### src/rtl/tensor_core_pkg.sv
// Shared constants, opcode and state encodings for the tensor core controller slice.
package tensor_core_pkg;

    localparam int NUM_REGS = 18;
    localparam int ADDR_W   = $clog2(NUM_REGS);
    localparam int DATA_W   = 8;

    localparam logic [ADDR_W-1:0] LAST_ADDR = ADDR_W'(NUM_REGS - 1);

    typedef enum logic [1:0] {
        OP_NOP     = 2'b00,
        OP_LOAD    = 2'b01,
        OP_COMPUTE = 2'b10,
        OP_READ    = 2'b11
    } opcode_e;

    typedef enum logic [2:0] {
        ST_IDLE     = 3'd0,
        ST_LOAD     = 3'd1,
        ST_TC_START = 3'd2,
        ST_TC_WAIT  = 3'd3,
        ST_COMMIT   = 3'd4,
        ST_READ     = 3'd5
    } ctrl_state_e;

endpackage

### src/rtl/tensor_core_stream_counter.sv
// Register-file index counter (0..NUM_REGS-1) shared by the LOAD and READ streams.
module tensor_core_stream_counter
    import tensor_core_pkg::*;
(
    input  logic              clock_i,
    input  logic              reset_i,
    input  logic              clear_i,
    input  logic              incr_i,
    output logic [ADDR_W-1:0] count_o,
    output logic              last_o
);

    logic [ADDR_W-1:0] count_q;
    logic [ADDR_W-1:0] count_d;

    // Stepping past the last register folds back to zero so the index never leaves range.
    always_comb begin
        count_d = count_q;
        if (clear_i) begin
            count_d = '0;
        end else if (incr_i) begin
            count_d = (count_q == LAST_ADDR) ? '0 : count_q + 1'b1;
        end
    end

    always_ff @(posedge clock_i) begin
        if (reset_i) begin
            count_q <= '0;
        end else begin
            count_q <= count_d;
        end
    end

    assign count_o = count_q;
    assign last_o  = (count_q == LAST_ADDR);

endmodule

### src/rtl/tensor_core_controller.sv
// Command sequencer for the tensor core register file and compute engine.
// Optional compute watchdog and error_out port: define TENSOR_CORE_CONTROLLER_TIMEOUT_EN.
module tensor_core_controller
   import tensor_core_pkg::*;
#(
   parameter int TIMEOUT_CYCLES = 255
)
(
   input  logic              clock_in,
   input  logic              reset_in,
   input  logic              cmd_valid_in,
   output logic              cmd_ready_out,
   input  logic [1:0]        cmd_opcode_in,
   input  logic              load_data_valid_in,
   output logic              load_data_ready_out,
   input  logic [DATA_W-1:0] load_data_in,
   output logic              rf_non_bulk_write_enable_out,
   output logic [ADDR_W-1:0] rf_non_bulk_write_register_address_out,
   output logic [DATA_W-1:0] rf_non_bulk_write_data_out,
   output logic              rf_bulk_write_enable_out,
   output logic [ADDR_W-1:0] rf_non_bulk_read_register_address_out,
   input  logic [DATA_W-1:0] rf_non_bulk_read_data_in,
   output logic              tc_start_out,
   input  logic              tc_done_in,
   output logic              result_valid_out,
   input  logic              result_ready_in,
   output logic [DATA_W-1:0] result_data_out,
`ifdef TENSOR_CORE_CONTROLLER_TIMEOUT_EN
   output logic              error_out,
`endif
   output logic              busy_out
);

   ctrl_state_e       state_q;
   ctrl_state_e       state_d;
   logic              cmdAccept;
   logic              loadFire;
   logic              readFire;
   logic [ADDR_W-1:0] cntValue;
   logic              cntLast;

   assign cmdAccept = cmd_valid_in && (state_q == ST_IDLE);
   assign loadFire  = load_data_valid_in && (state_q == ST_LOAD);
   assign readFire  = result_ready_in && (state_q == ST_READ);

   tensor_core_stream_counter u_counter (
      .clock_i (clock_in),
      .reset_i (reset_in),
      .clear_i (cmdAccept),
      .incr_i  (loadFire || readFire),
      .count_o (cntValue),
      .last_o  (cntLast)
   );

`ifdef TENSOR_CORE_CONTROLLER_TIMEOUT_EN
   localparam int WDOG_W = $clog2(TIMEOUT_CYCLES + 1);
   localparam logic [WDOG_W-1:0] WDOG_LAST = WDOG_W'(TIMEOUT_CYCLES - 1);

   logic [WDOG_W-1:0] wdog_q;
   logic [WDOG_W-1:0] wdog_d;
   logic              error_q;
   logic              error_d;
   logic              timeoutHit;

   assign timeoutHit = (state_q == ST_TC_WAIT) && !tc_done_in && (wdog_q == WDOG_LAST);

   // The watchdog only counts TC_WAIT cycles; a new COMPUTE clears any stale error.
   always_comb begin
      wdog_d  = (state_q == ST_TC_WAIT) ? wdog_q + 1'b1 : '0;
      error_d = error_q;
      if (cmdAccept && (cmd_opcode_in == OP_COMPUTE)) begin
         error_d = 1'b0;
      end else if (timeoutHit) begin
         error_d = 1'b1;
      end
   end

   // Watchdog and sticky error registers, cleared by synchronous reset.
   always_ff @(posedge clock_in) begin
      if (reset_in) begin
         wdog_q  <= '0;
         error_q <= 1'b0;
      end else begin
         wdog_q  <= wdog_d;
         error_q <= error_d;
      end
   end

   assign error_out = error_q;
`endif

   // Next-state logic for the command sequencer.
   always_comb begin
      state_d = state_q;
      case (state_q)
         ST_IDLE: begin
            if (cmd_valid_in) begin
               case (cmd_opcode_in)
                  OP_LOAD:    state_d = ST_LOAD;
                  OP_COMPUTE: state_d = ST_TC_START;
                  OP_READ:    state_d = ST_READ;
                  default:    state_d = ST_IDLE;
               endcase
            end
         end
         ST_LOAD: begin
            if (loadFire && cntLast) begin
               state_d = ST_IDLE;
            end
         end
         ST_TC_START: state_d = ST_TC_WAIT;
         ST_TC_WAIT: begin
            if (tc_done_in) begin
               state_d = ST_COMMIT;
            end
`ifdef TENSOR_CORE_CONTROLLER_TIMEOUT_EN
            else if (timeoutHit) begin
               state_d = ST_IDLE;
            end
`endif
         end
         ST_COMMIT: state_d = ST_IDLE;
         ST_READ: begin
            if (readFire && cntLast) begin
               state_d = ST_IDLE;
            end
         end
         default: state_d = ST_IDLE;
      endcase
   end

   // State register with synchronous reset to IDLE.
   always_ff @(posedge clock_in) begin
      if (reset_in) begin
         state_q <= ST_IDLE;
      end else begin
         state_q <= state_d;
      end
   end

   // Data paths are gated so idle outputs read as zero rather than echoing inputs.
   assign cmd_ready_out                          = (state_q == ST_IDLE);
   assign busy_out                               = (state_q != ST_IDLE);
   assign load_data_ready_out                    = (state_q == ST_LOAD);
   assign rf_non_bulk_write_enable_out           = loadFire;
   assign rf_non_bulk_write_register_address_out = cntValue;
   assign rf_non_bulk_write_data_out             = loadFire ? load_data_in : '0;
   assign rf_bulk_write_enable_out               = (state_q == ST_COMMIT);
   assign tc_start_out                           = (state_q == ST_TC_START);
   assign rf_non_bulk_read_register_address_out  = cntValue;
   assign result_valid_out                       = (state_q == ST_READ);
   assign result_data_out = (state_q == ST_READ) ? rf_non_bulk_read_data_in : '0;

endmodule

### config.mk
export PLATFORM = sky130hd
export DESIGN_NAME = tensor_core_controller
export DESIGN_NICKNAME = d
export VERILOG_FILES = /design/src/rtl/tensor_core_pkg.sv /design/src/rtl/tensor_core_stream_counter.sv /design/src/rtl/tensor_core_controller.sv
export SDC_FILE = /design/constraint.sdc
export NUM_CORES = 1
export LEC_CHECK = 0
export BUFFER_PORTS_ARGS = -buffer_cell sky130_fd_sc_hd__buf_2
export CAP_MARGIN = 20
export CORE_MARGIN = 1
export CORE_UTILIZATION = 34
export CTS_BUF_LIST = sky130_fd_sc_hd__clkbuf_8 sky130_fd_sc_hd__clkbuf_16
export CTS_CLUSTER_SIZE = 20
export DETAILED_ROUTE_END_ITERATION = 8
export PLACE_DENSITY = 0.73
export SLEW_MARGIN = 20
export SYNTH_ARGS = -nofsm -noshare
export SYNTH_HDL_FRONTEND = slang
export SYNTH_SLANG_ARGS = --single-unit
### constraint.sdc
create_clock -name clock_in -period 1.5 [get_ports clock_in]
set_input_delay 0.075 -clock clock_in [delete_from_list [all_inputs] [get_ports clock_in]]
set_output_delay 0.075 -clock clock_in [all_outputs]
set_load 0.1 [all_outputs]
==> results of run 1 <==
[what timing repair did]
action | 4_1_cts | 5_1_grt
buffers inserted | 1 | 2
hold endpoints to repair | 0 | 0
cloned | 1 | 0
endpoints found under the setup margin | 21 | 9
pin swaps | 2 | 6
resized for setup | 6 | 5
[cells in the final DEF, fill, tap and decap left out, types with 2 or more instances in the layout]
cell | netlist | layout
dfxtp_2 | 0 | 3
nor3_1 | 3 | 3
and2_1 | 4 | 2
buf_2 | 1 | 33
buf_4 | 5 | 4
clkbuf_8 | 0 | 3
and3_2 | 0 | 8
dfxtp_4 | 0 | 5
inv_1 | 5 | 4
nor2_4 | 0 | 3
nand2_1 | 5 | 5
ha_1 | 2 | 2
buf_12 | 0 | 23
xnor2_1 | 4 | 4
nor4_1 | 2 | 2
nor2_1 | 9 | 7
and3_4 | 0 | 8
[logic make-up after synthesis]
family,after synthesis,synth area share (%)
AO/OA/AOI/OAI,10,11.76
XOR/XNOR,4,4.991
adder cells (fa/ha/maj),2,3.564
buffers and inverters,14,11.59
flip-flops,8,22.82
multiplexers,1,3.208
AND/OR/NAND/NOR,51,42.07
[synthesized netlist by cell type]
cell / count
and3_1: 16
inv_1: 5
a21oi_1: 1
nor2_2: 1
o21bai_2: 1
nand4bb_1: 1
or2_1: 1
or3_1: 1
or2_2: 1
a311oi_1: 1
nand2b_1: 2
a31oi_1: 1
buf_2: 1
ha_1: 2
and4bb_2: 1
clkbuf_2: 1
o211a_1: 1
buf_6: 1
and3b_1: 1
xnor2_1: 4
nor3_1: 3
nor2_1: 9
buf_4: 5
a221o_1: 1
o21ai_0: 1
a41oi_1: 1
dfxtp_1: 8
nor3b_1: 1
nor4_1: 2
a221oi_1: 1
nor2b_1: 2
and2_1: 4
a31o_2: 1
nand2_1: 5
clkbuf_1: 1
mux2i_4: 1
[final timing paths]
kind,slack [ps],from,endpoint
worst max register to register,80,u_counter.count_o[1]$_SDFFE_PP0P_,state_q[0]$_SDFFE_PP0P_
worst max-delay path,50,state_q[1]$_SDFFE_PP0P_,rf_non_bulk_write_data_out[0]
worst min-delay path,80,reset_in,state_q[2]$_SDFFE_PP0P_
worst min register to register,520,u_counter.count_o[4]$_SDFFE_PP0P_,u_counter.count_o[4]$_SDFFE_PP0P_
[per-layer routing]
| metal | vias to the layer above | share of wire, % | track usage (%) |
|---|---|---|---|
| li1 | 428 | - | - |
| met5 | - | 0 | 0 |
| met3 | 0 | 6.1 | 6.415 |
| met1 | 403 | 35 | 22.02 |
| met2 | 31 | 59 | 43.01 |
| met4 | 0 | 0 | 3.429 |
[registers in the layout, summed over array words and instances (netlist names)]
name               count
state_q                3
u_counter.count_o      5
[area by class of cell]
class	instances	area, µm²	area share (%)
repair buffers	61	666.9	43.40
multi-input cells	69	585.6	38.11
flip-flops and latches	8	182.7	11.89
clock buffers	3	41.29	2.687
well taps	27	33.78	2.199
inverters	5	22.52	1.466
clock inverters	1	3.754	0.2443
[critical path, cell delays in order, from the launching register on]
cell and delay (ps):
dfxtp_4 380, nand2b_4 210, nor2_4 180, and3_4 210
buf_12 170
[power groups by stage]
stage	registers, mW	logic [mW]	clock network, mW
CTS	0.250	0.813	0.271
floorplan	0.256	0.525	0
detailed placement	0.252	0.786	0
global placement	0.250	0.772	0
finish	0.252	0.843	0.264
global route	0.255	0.876	0.279
==> out/results.tsv, run 1 <==
metric	value	unit
Slew HR	67.75	%
Worst IR Drop VDD	0.9826	mV
switching power	0.6411	mW
CP Max Fanout	11	
CTS clk-pin slew, worst paths	40	ps
Final Hold Viols	0	
Area Growth Syn to Fin	118.9	%
hold path cells	2	
n_diodes	0	
Mean Syn Cell Area	7.799	µm²
# rows	16	
I/O pin total	57	
Routed WL	2387	µm
Tcrit/Tclk final	96.47	%
vias in the first global route	760	
Die W	47.44	µm
DIE HEIGHT	47.44	µm
crit path launch type	register	
Syn Nets	116	
Worst Skew	1.906	ps
DRC Markers	0	
vias per std cell	4.954	
CP arrival	1370	ps
Final GP Congestion	0.8166	
# Max-Cap Violations	0	
Worst-Margin Slew	487.1	ps
CTS tree	built	
Setup WS pre-CTS	-31.71	ps
CTS hold repair buffers	0	
fillers	129	
Hold Slack	80.70	ps
Final HPWL DP	1836	µm
overall routing resource usage	21.55	%
IO Port Bufs	56	
switch share	47.17	%
status	completed	
Critical Path End Type	output port	
RSZ-0062 raised after global routing	true	
cell taking the most area after synthesis	dfxtp_1	
FF-to-FF path depth	6	
# setup viols final	0	
top post-synthesis cells by area	dfxtp_1 23%, and3_1 14%, buf_4 5.3%	
Comb pwr share	62.0	%
Core Box Area	1942	µm²
clk root buf	clkbuf_8	
drt first pass iters	4	
average wire per cell in the routed design	13.72	µm
# clock sinks	8	
GRT overflow	0	
Period minus WS final	1447	ps
Clk Latency, worst-skew pair	230	ps
Detailed Route Iter0 Violations	4	
P_leak	0.6778	nW
htree depth	1	
remaining antenna violation count after routing	0	
sequential power share	18.6	%
starting density of the core	36.15	%
Die ar.	2250	µm²
largest net degree at the start of global routing	16	
Placed Instances	166	
Final Slew Violations	0	
clock share of power	19.4	%
Max Fclk	691.1	MHz
Yosys top cell area share	22.82	%
cells after synthesis	90	
Max clock buf depth	2	
worst hold path type	in2reg	
post-route insts no fill	174	
initial antenna violation count	0	
placed inst area	1416	µm²
DR vias	862	
Syn Std Cell Area	701.9	µm²
Yosys reg bits	8	
PwrDens	884.6	nW/µm²
setup TNS	0	ps
fin worst setup slack	52.96	ps
Internal	0.7180	mW
Synth cell types	36	
Seq/Total Area, Yosys	22.82	%
critical path type	reg2out	
Finished Core Util	79.12	%
CTS Buf Count	3	
Synthesis Warnings	0	
fin area	1536	µm²
total power	1.359	mW
Worst EP required	1420	ps
first-pass GRT wire length	3353	µm
layout cells sized above 1	72.11	%
Final Net Count	174	
Note: power is estimated with default switching activity, not from simulation.
==> run 2: changes to the inputs <==
--- a/config.mk
+++ b/config.mk
@@ -13,6 +13,7 @@
 export CTS_CLUSTER_SIZE = 20
 export DETAILED_ROUTE_END_ITERATION = 8
 export PLACE_DENSITY = 0.73
+export SETUP_SLACK_MARGIN = 0.3
 export SLEW_MARGIN = 20
 export SYNTH_ARGS = -nofsm -noshare
 export SYNTH_HDL_FRONTEND = slang
==> run 2 against run 1 <==
Net effect:
- the run now ends with setup timing left
- clock skew up 1.2 ps
- worst setup slack lost 94 ps
- core utilization is 12 points higher
- flip-flop and latch count stayed put
- via count grew 25%
- die area is the same
- sequential share of layout area decreased by 1.4 points
- critical path type is now reg2reg
- largest cell class unchanged
==> out/results.tsv, run 2 (synthesis results as in run 1) <==
metric	value	unit	change
status	finished, violations left		was completed
failing checks	setup timing		
overall routing resource usage	32.22	%	was 21.55%
critical path's slowest cell	a221o_1		was dfxtp_4
Die ar.	2250	µm²	unchanged
initial antenna violation count	0		unchanged
Internal	0.7836	mW	was 0.7180 mW
# setup viols final	3		was 0
DIE HEIGHT	47.44	µm	unchanged
Worst Skew	3.093	ps	was 1.906 ps
vias per std cell	5.765		was 4.954
biggest cell delay along the critical path	360	ps	was 380 ps
leading cell type in the layout, fill and taps excluded	buf_2		unchanged
Routed WL	4011	µm	was 2387 µm
critical path type	reg2reg		was reg2out
PwrDens	855.0	nW/µm²	was 884.6 nW/µm²
Critical Path End Type	register		was output port
switch share	48.01	%	was 47.17%
P_leak	0.7520	nW	was 0.6778 nW
worst hold path type	in2reg		unchanged
most frequent cells in the layout	29 x buf_2, 24 x buf_12, 16 x and3_4		was 33 x buf_2, 23 x buf_12, 8 x and3_2, 8 x and3_4, 7 x nor2_1
remaining antenna violation count after routing	0		unchanged
Worst-Margin Slew	496.5	ps	was 487.1 ps
# rows	16		unchanged
# clock sinks	8		unchanged
Min-Delay Startpoint	reset_in		unchanged
Comb pwr share	64.7	%	was 62.0%
Worst path top cell family by delay	simple AND/OR/NAND/NOR gates		unchanged
I/O pin total	57		unchanged
FF-to-FF path depth	6		unchanged
R2R setup slack	-40	ps	was 80 ps
hold path cells	2		unchanged
RSZ-0062 raised after global routing	true		unchanged
CP Buf/Inv Count	2		was 1
# Max-Cap Violations	0		unchanged
Max clock buf depth	2		unchanged
number of flip-flops in the largest register	5		unchanged
starting density of the core	36.15	%	unchanged
Final Slew Violations	0		unchanged
sequential power share	16.7	%	was 18.6%
total power	1.507	mW	was 1.359 mW
Tcrit/Tclk final	102.7	%	was 96.47%
DRC Markers	0		unchanged
Hold EP	state_q[2]$_SDFFE_PP0P_		unchanged
Die W	47.44	µm	unchanged
Max Fclk	649.0	MHz	was 691.1 MHz
crit path launch type	register		unchanged
worst flop-to-flop path startpoint	u_counter.count_o[1]$_SDFFE_PP0P_		unchanged
Detailed Route Iter0 Violations	24		was 4
R2R Path End	u_counter.count_o[2]$_SDFFE_PP0P_		was state_q[0]$_SDFFE_PP0P_
CP Max Fanout	4		was 11
Core Box Area	1942	µm²	unchanged
CTS clk-pin slew, worst paths	40	ps	about the same
Clk Latency, worst-skew pair	240	ps	was 230 ps
GRT overflow	0		unchanged
Worst EP required	1650	ps	was 1420 ps
Worst IR Drop VDD	0.8853	mV	was 0.9826 mV
average wire per cell in the routed design	21.45	µm	was 13.72 µm
largest net degree at the start of global routing	12		was 16
htree depth	1		unchanged
Final Hold Viols	0		unchanged
layout cells sized above 1	77.50	%	was 72.11%
Hold Slack	85.56	ps	was 80.70 ps
Area Growth Syn to Fin	151.2	%	was 118.9%
IO Port Bufs	56		unchanged
CTS Buf Count	3		unchanged
Slew HR	67.13	%	was 67.75%
vias in the first global route	968		was 760
CP arrival	1700	ps	was 1370 ps
Final Net Count	187		was 174
Final GP Congestion	0.8487		was 0.8166
crit-path cells	inv_2 > ha_4 > and4bb_2 > buf_6 > a221o_1 > nor2_1		was nand2b_4 > nor2_4 > and3_4 > buf_12
clock share of power	18.5	%	was 19.4%
switching power	0.7236	mW	was 0.6411 mW
fin worst setup slack	-40.73	ps	was 52.96 ps
first-pass GRT wire length	4878	µm	was 3353 µm
n_diodes	0		unchanged
Final HPWL DP	1829	µm	was 1836 µm
clk root buf	clkbuf_8		unchanged
DR vias	1078		was 862
drt first pass iters	4		unchanged
CTS tree	built		unchanged
Period minus WS final	1541	ps	was 1447 ps
==> run 2: repair_timing <==
| item | CTS | global route |
|---|---|---|
| hold buffers | 0 | 0 |
| buffers inserted | 16 | 0 |
| endpoints found under the setup margin | 31 | 35 |
| cloned | 2 | 0 |
| pin swaps | 17 | 7 |
| endpoints found under the hold margin | 0 | 0 |
| gates resized for setup | 24 | 8 |
==> run 2: worst max-delay path by stage <==
stage,from,endpoint,slack [ps],cells after the start
2_1_floorplan,state_q[1]$_SDFFE_PP0P_,rf_non_bulk_write_data_out[0],-140,3
3_3_place_gp,u_counter.count_o[1]$_SDFFE_PP0P_,state_q[1]$_SDFFE_PP0P_,70,6
3_5_place_dp,u_counter.count_o[1]$_SDFFE_PP0P_,state_q[1]$_SDFFE_PP0P_,-70,6
4_1_cts,u_counter.count_o[1]$_SDFFE_PP0P_,u_counter.count_o[3]$_SDFFE_PP0P_,60,6
5_1_grt,state_q[2]$_SDFFE_PP0P_,u_counter.count_o[0]$_SDFFE_PP0P_,-90,5
6_report,u_counter.count_o[1]$_SDFFE_PP0P_,u_counter.count_o[2]$_SDFFE_PP0P_,-40,6
==> run 2: area by class of cell <==
| type | instances | area, µm² |
|---|---|---|
| Clock buffer | 3 | 41.29 |
| Sequential cell | 8 | 185.2 |
| Timing Repair Buffer | 73 | 813.3 |
| Clock inverter | 1 | 3.754 |
| Tap cell | 27 | 33.78 |
| Multi-Input combinational cell | 70 | 663.1 |
| Inverter | 5 | 22.52 |
| Fill cell | 74 | 178.9 |
==> run 2: power groups by stage <==
| stage | Combinational (mW) | Clock (mW) | Sequential, mW |
|---|---|---|---|
| after floorplan | 0.533 | 0 | 0.256 |
| after global placement | 0.776 | 0 | 0.252 |
| after detailed placement | 0.790 | 0 | 0.253 |
| after CTS | 0.928 | 0.281 | 0.246 |
| after global routing | 1.00 | 0.295 | 0.253 |
| final | 0.976 | 0.280 | 0.252 |
==> run 2: metal layers <==
metal | wire [µm] | part of all wire (%) | global-route usage [%]
met1 | 1457 | 36 | 35.24
met2 | 2065 | 51 | 55.89
met3 | 284 | 7.1 | 9.811
met4 | 203 | 5.1 | 16.57
met5 | 0 | 0 | 0
==> run 2: through the flow <==
step	setup slack, ps	util (%)	cells	cell area [µm²]	setup TNS [ps]
after global placement	73.70	74.42	165	1445	0
after global routing	-86.75	90.79	187	1763	-241.0
after detailed placement	-65.29	74.42	165	1445	-65.29
after floorplan	-138.0	-	90	842.1	-1484
final	-40.73	90.79	187	1763	-95.49
after CTS	58.22	89.43	187	1737	0
==> run 3: changes to the inputs <==
--- a/config.mk
+++ b/config.mk
@@ -5,14 +5,14 @@
 export SDC_FILE = /design/constraint.sdc
 export NUM_CORES = 1
 export LEC_CHECK = 0
-export BUFFER_PORTS_ARGS = -buffer_cell sky130_fd_sc_hd__buf_2
 export CAP_MARGIN = 20
 export CORE_MARGIN = 1
-export CORE_UTILIZATION = 34
+export CORE_UTILIZATION = 50
 export CTS_BUF_LIST = sky130_fd_sc_hd__clkbuf_8 sky130_fd_sc_hd__clkbuf_16
 export CTS_CLUSTER_SIZE = 20
 export DETAILED_ROUTE_END_ITERATION = 8
-export PLACE_DENSITY = 0.73
+export DONT_BUFFER_PORTS = 1
+export PLACE_DENSITY = 0.67
 export SETUP_SLACK_MARGIN = 0.3
 export SLEW_MARGIN = 20
 export SYNTH_ARGS = -nofsm -noshare
==> run 3 against run 2 <==
Net effect:
- the run now fails in clock tree synthesis (4_1_cts)
- synthesized area did not move
- synthesized cell count did not move
==> out/results.tsv, run 3 <==
metric	value	unit	change
Setup WS pre-CTS	-35.66	ps	was -65.29 ps
Syn Std Cell Area	701.9	µm²	unchanged
Syn Nets	116		unchanged
cell taking the most area after synthesis	dfxtp_1		unchanged
CTS hold repair buffers	1		was 0
Placed Instances	117		was 165
IO Port Bufs	0		was 56
top post-synthesis cells by area	dfxtp_1 23%, and3_1 14%, buf_4 5.3%		unchanged
Post-synth top cells	16 x and3_1, 9 x nor2_1, 8 x dfxtp_1		unchanged
starting density of the core	53.94	%	was 36.15%
Yosys reg bits	8		unchanged
I/O pin total	57		unchanged
Final GP Congestion	0.7890		was 0.8487
Fail Step	clock tree synthesis (4_1_cts)		
DIE HEIGHT	39.47	µm	was 47.44 µm
Final HPWL DP	1570	µm	was 1829 µm
post-cts resize count	17		was 24
status	did not finish		was finished, violations left
Synthesis Warnings	0		unchanged
Seq/Total Area, Yosys	22.82	%	unchanged
most frequent cell after synthesis	and3_1		unchanged
# rows	13		was 16
Async SR Flop Fraction	0	%	unchanged
cells after synthesis	90		unchanged
Synth cell types	36		unchanged
Mean Syn Cell Area	7.799	µm²	unchanged
# clock sinks	8		unchanged
htree depth	1		unchanged
Post-synth EDFFs	0		unchanged
CTS Buf Count	3		unchanged
Yosys top cell area share	22.82	%	unchanged
Die W	39.47	µm	was 47.44 µm
stop err	[ERROR DPL-0033] detailed placement checks failed during check placement.		
clk root buf	clkbuf_8		unchanged
Post CTS Setup Buffer Count	6		was 16
Max clock buf depth	2		unchanged
Synth Flop Type	dfxtp_1		unchanged
-- run 3: cell counts after synthesis --
Identical to the previous run, type by type.
-- run 3: logic make-up after synthesis --
family	count (synthesis)	share of synthesized area (%)
multiplexers	1	3.208
AND/OR/NAND/NOR	51	42.07
XOR/XNOR	4	4.991
AO/OA/AOI/OAI	10	11.76
buffers and inverters	14	11.59
flip-flops	8	22.82
adder cells (fa/ha/maj)	2	3.564
-- run 3: metrics by stage --
stage                     instance area (µm²)  hold WS (ps)
after floorplan                         842.1         143.2
after global placement                   1105         145.6
after detailed placement                 1105         147.0
==> run 4: changes to the inputs <==
--- a/config.mk
+++ b/config.mk
@@ -6,14 +6,11 @@
 export NUM_CORES = 1
 export LEC_CHECK = 0
 export CAP_MARGIN = 20
-export CORE_MARGIN = 1
-export CORE_UTILIZATION = 50
-export CTS_BUF_LIST = sky130_fd_sc_hd__clkbuf_8 sky130_fd_sc_hd__clkbuf_16
-export CTS_CLUSTER_SIZE = 20
+export CORE_AREA = 2 2 63 65
 export DETAILED_ROUTE_END_ITERATION = 8
+export DIE_AREA = 0 0 65 67
 export DONT_BUFFER_PORTS = 1
-export PLACE_DENSITY = 0.67
-export SETUP_SLACK_MARGIN = 0.3
+export PLACE_DENSITY_LB_ADDON = 0.15
 export SLEW_MARGIN = 20
 export SYNTH_ARGS = -nofsm -noshare
 export SYNTH_HDL_FRONTEND = slang
==> constraint.sdc (replaced) <==
create_clock -name clock_in -period 2 [get_ports clock_in]
set_input_delay 0.1 -clock clock_in [delete_from_list [all_inputs] [get_ports clock_in]]
set_output_delay 0.1 -clock clock_in [all_outputs]
set_load 0.1 [all_outputs]
==> run 4 against run 3 <==
Net effect:
- the flow now finishes without violations
==> out/results.tsv, run 4 (synthesis results as in run 1) <==
metric	value	unit	change
status	completed		was did not finish
overall routing resource usage	9.185	%	
biggest cell delay along the critical path	460	ps	
most frequent cells in the layout	20 x buf_4, 9 x and3_1, 9 x buf_12		
Worst IR Drop VDD	0.3456	mV	
hold path cells	3		
leading cell type in the layout, fill and taps excluded	buf_4		
Final Slew Violations	0		
Tcrit/Tclk final	89.66	%	
Final Hold Viols	0		
Area Growth Syn to Fin	58.47	%	
Final GP Congestion	0.7281		was 0.7890
post-route insts no fill	162		
RSZ-0062 raised after global routing	false		
most repeated library cell on the critical path	buf_4		
CTS tree	built		
crit-path cells	buf_4 > or3_2 > clkinvlp_4 > buf_4		
# clock sinks	8		unchanged
critical path type	reg2out		
DRC Markers	0		
largest net degree at the start of global routing	12		
fin worst setup slack	206.8	ps	
vias per std cell	4.333		
remaining antenna violation count after routing	0		
fin area	1112	µm²	
starting density of the core	19.47	%	was 53.94%
Die ar.	4355	µm²	
average wire per cell in the routed design	12.83	µm	
Detailed Route Iter0 Violations	56		
first-pass GRT wire length	3132	µm	
crit path launch type	register		
worst hold path type	in2reg		
PwrDens	767.1	nW/µm²	
Final HPWL DP	1766	µm	was 1570 µm
Period minus WS final	1793	ps	
# rows	22		was 13
CP Max Fanout	11		
FF-to-FF path depth	4		
Comb pwr share	55.5	%	
Worst Skew	6.782	ps	
Max Fclk	557.7	MHz	
htree depth	1		unchanged
sequential power share	22.0	%	
clock share of power	22.5	%	
Max clock buf depth	2		unchanged
Clk Latency, worst-skew pair	230	ps	
initial antenna violation count	0		
vias in the first global route	686		
# setup viols final	0		
drt first pass iters	4		
Worst-Margin Slew	561.4	ps	
Post CTS Setup Buffer Count	0		was 6
Slew HR	62.57	%	
# Max-Cap Violations	0		
CTS clk-pin slew, worst paths	40	ps	
Critical Path End Type	output port		
P_leak	0.4944	nW	
Placed Instances	158		was 117
total power	0.8532	mW	
Die W	65	µm	was 39.47 µm
layout cells sized above 1	48.25	%	
IO Port Bufs	0		unchanged
critical path's slowest cell	or3_2		
clk root buf	clkbuf_8		unchanged
DIE HEIGHT	67	µm	was 39.47 µm
CP arrival	1690	ps	
Worst EP required	1900	ps	
I/O pin total	57		unchanged
switching power	0.4259	mW	
n_diodes	0		
Core Box Area	3606	µm²	
GRT overflow	0		
Final Net Count	142		
DR vias	702		
CTS Buf Count	3		unchanged
number of flip-flops in the largest register	5		
fillers	389		
switch share	49.92	%	
Internal	0.4273	mW	
Setup WS pre-CTS	448.3	ps	was -35.66 ps
placed inst area	1061	µm²	was 1105 µm²
Routed WL	2079	µm	
post-cts resize count	0		was 17
[run 4: final timing paths]
check | from | end | slack, ps
max | state_q[2]$_SDFFE_PP0P_ | cmd_ready_out | 210
min | result_ready_in | state_q[2]$_SDFFE_PP0P_ | 70
max reg2reg | state_q[2]$_SDFFE_PP0P_ | u_counter.count_o[0]$_SDFFE_PP0P_ | 450
min reg2reg | u_counter.count_o[2]$_SDFFE_PP0P_ | u_counter.count_o[2]$_SDFFE_PP0P_ | 520
[run 4: cell type report]
cell class | count | area, µm² | share of cell area (%)
tap | 48 | 60.06 | 5.399
timing repair buffer | 30 | 340.3 | 30.60
inverter | 5 | 22.52 | 2.025
clock buffer | 3 | 41.29 | 3.712
sequential | 8 | 166.4 | 14.96
multi-input combinational | 68 | 481.7 | 43.31
[run 4: what timing repair did]
item,in CTS,in global routing
endpoints found under the setup margin,0,0
hold buffers,1,0
endpoints found under the hold margin,4,0
[run 4: worst max-delay path: cells and delay by family (launching register included)]
family	cells	cell delay (ps)
flops	1	420
buf+inv	3	590
simple gates	1	460
[run 4: metal layers]
| metal | routed length [µm] | track usage, % | vias up | share of wire, % |
|---|---|---|---|---|
| met2 | 1030 | 15.46 | 35 | 50 |
| met3 | 186 | 4.054 | 2 | 8.9 |
| met4 | 13 | 2.660 | 0 | 0.63 |
| met5 | 0 | 0 | - | 0 |
| li1 | - | - | 361 | - |
| met1 | 848 | 10.47 | 304 | 41 |
[run 4: power groups by stage]
stage               clock [mW]  sequential, mW  combinational, mW
global route             0.212           0.190              0.492
CTS                      0.197           0.188              0.476
global placement             0           0.191              0.470
finish                   0.192           0.188              0.473
detailed placement           0           0.191              0.473
floorplan                    0           0.192              0.370
[run 4: through the flow]
| stage | hold WS [ps] | utilization, % | setup TNS, ps |
|---|---|---|---|
| after floorplan | 169.1 | - | -134.9 |
| after global placement | 171.9 | 29.42 | 0 |
| after detailed placement | 172.3 | 29.42 | 0 |
| after CTS | 54.40 | 30.85 | 0 |
| after global routing | 64.91 | 30.85 | 0 |
| final | 66.91 | 30.85 | 0 |
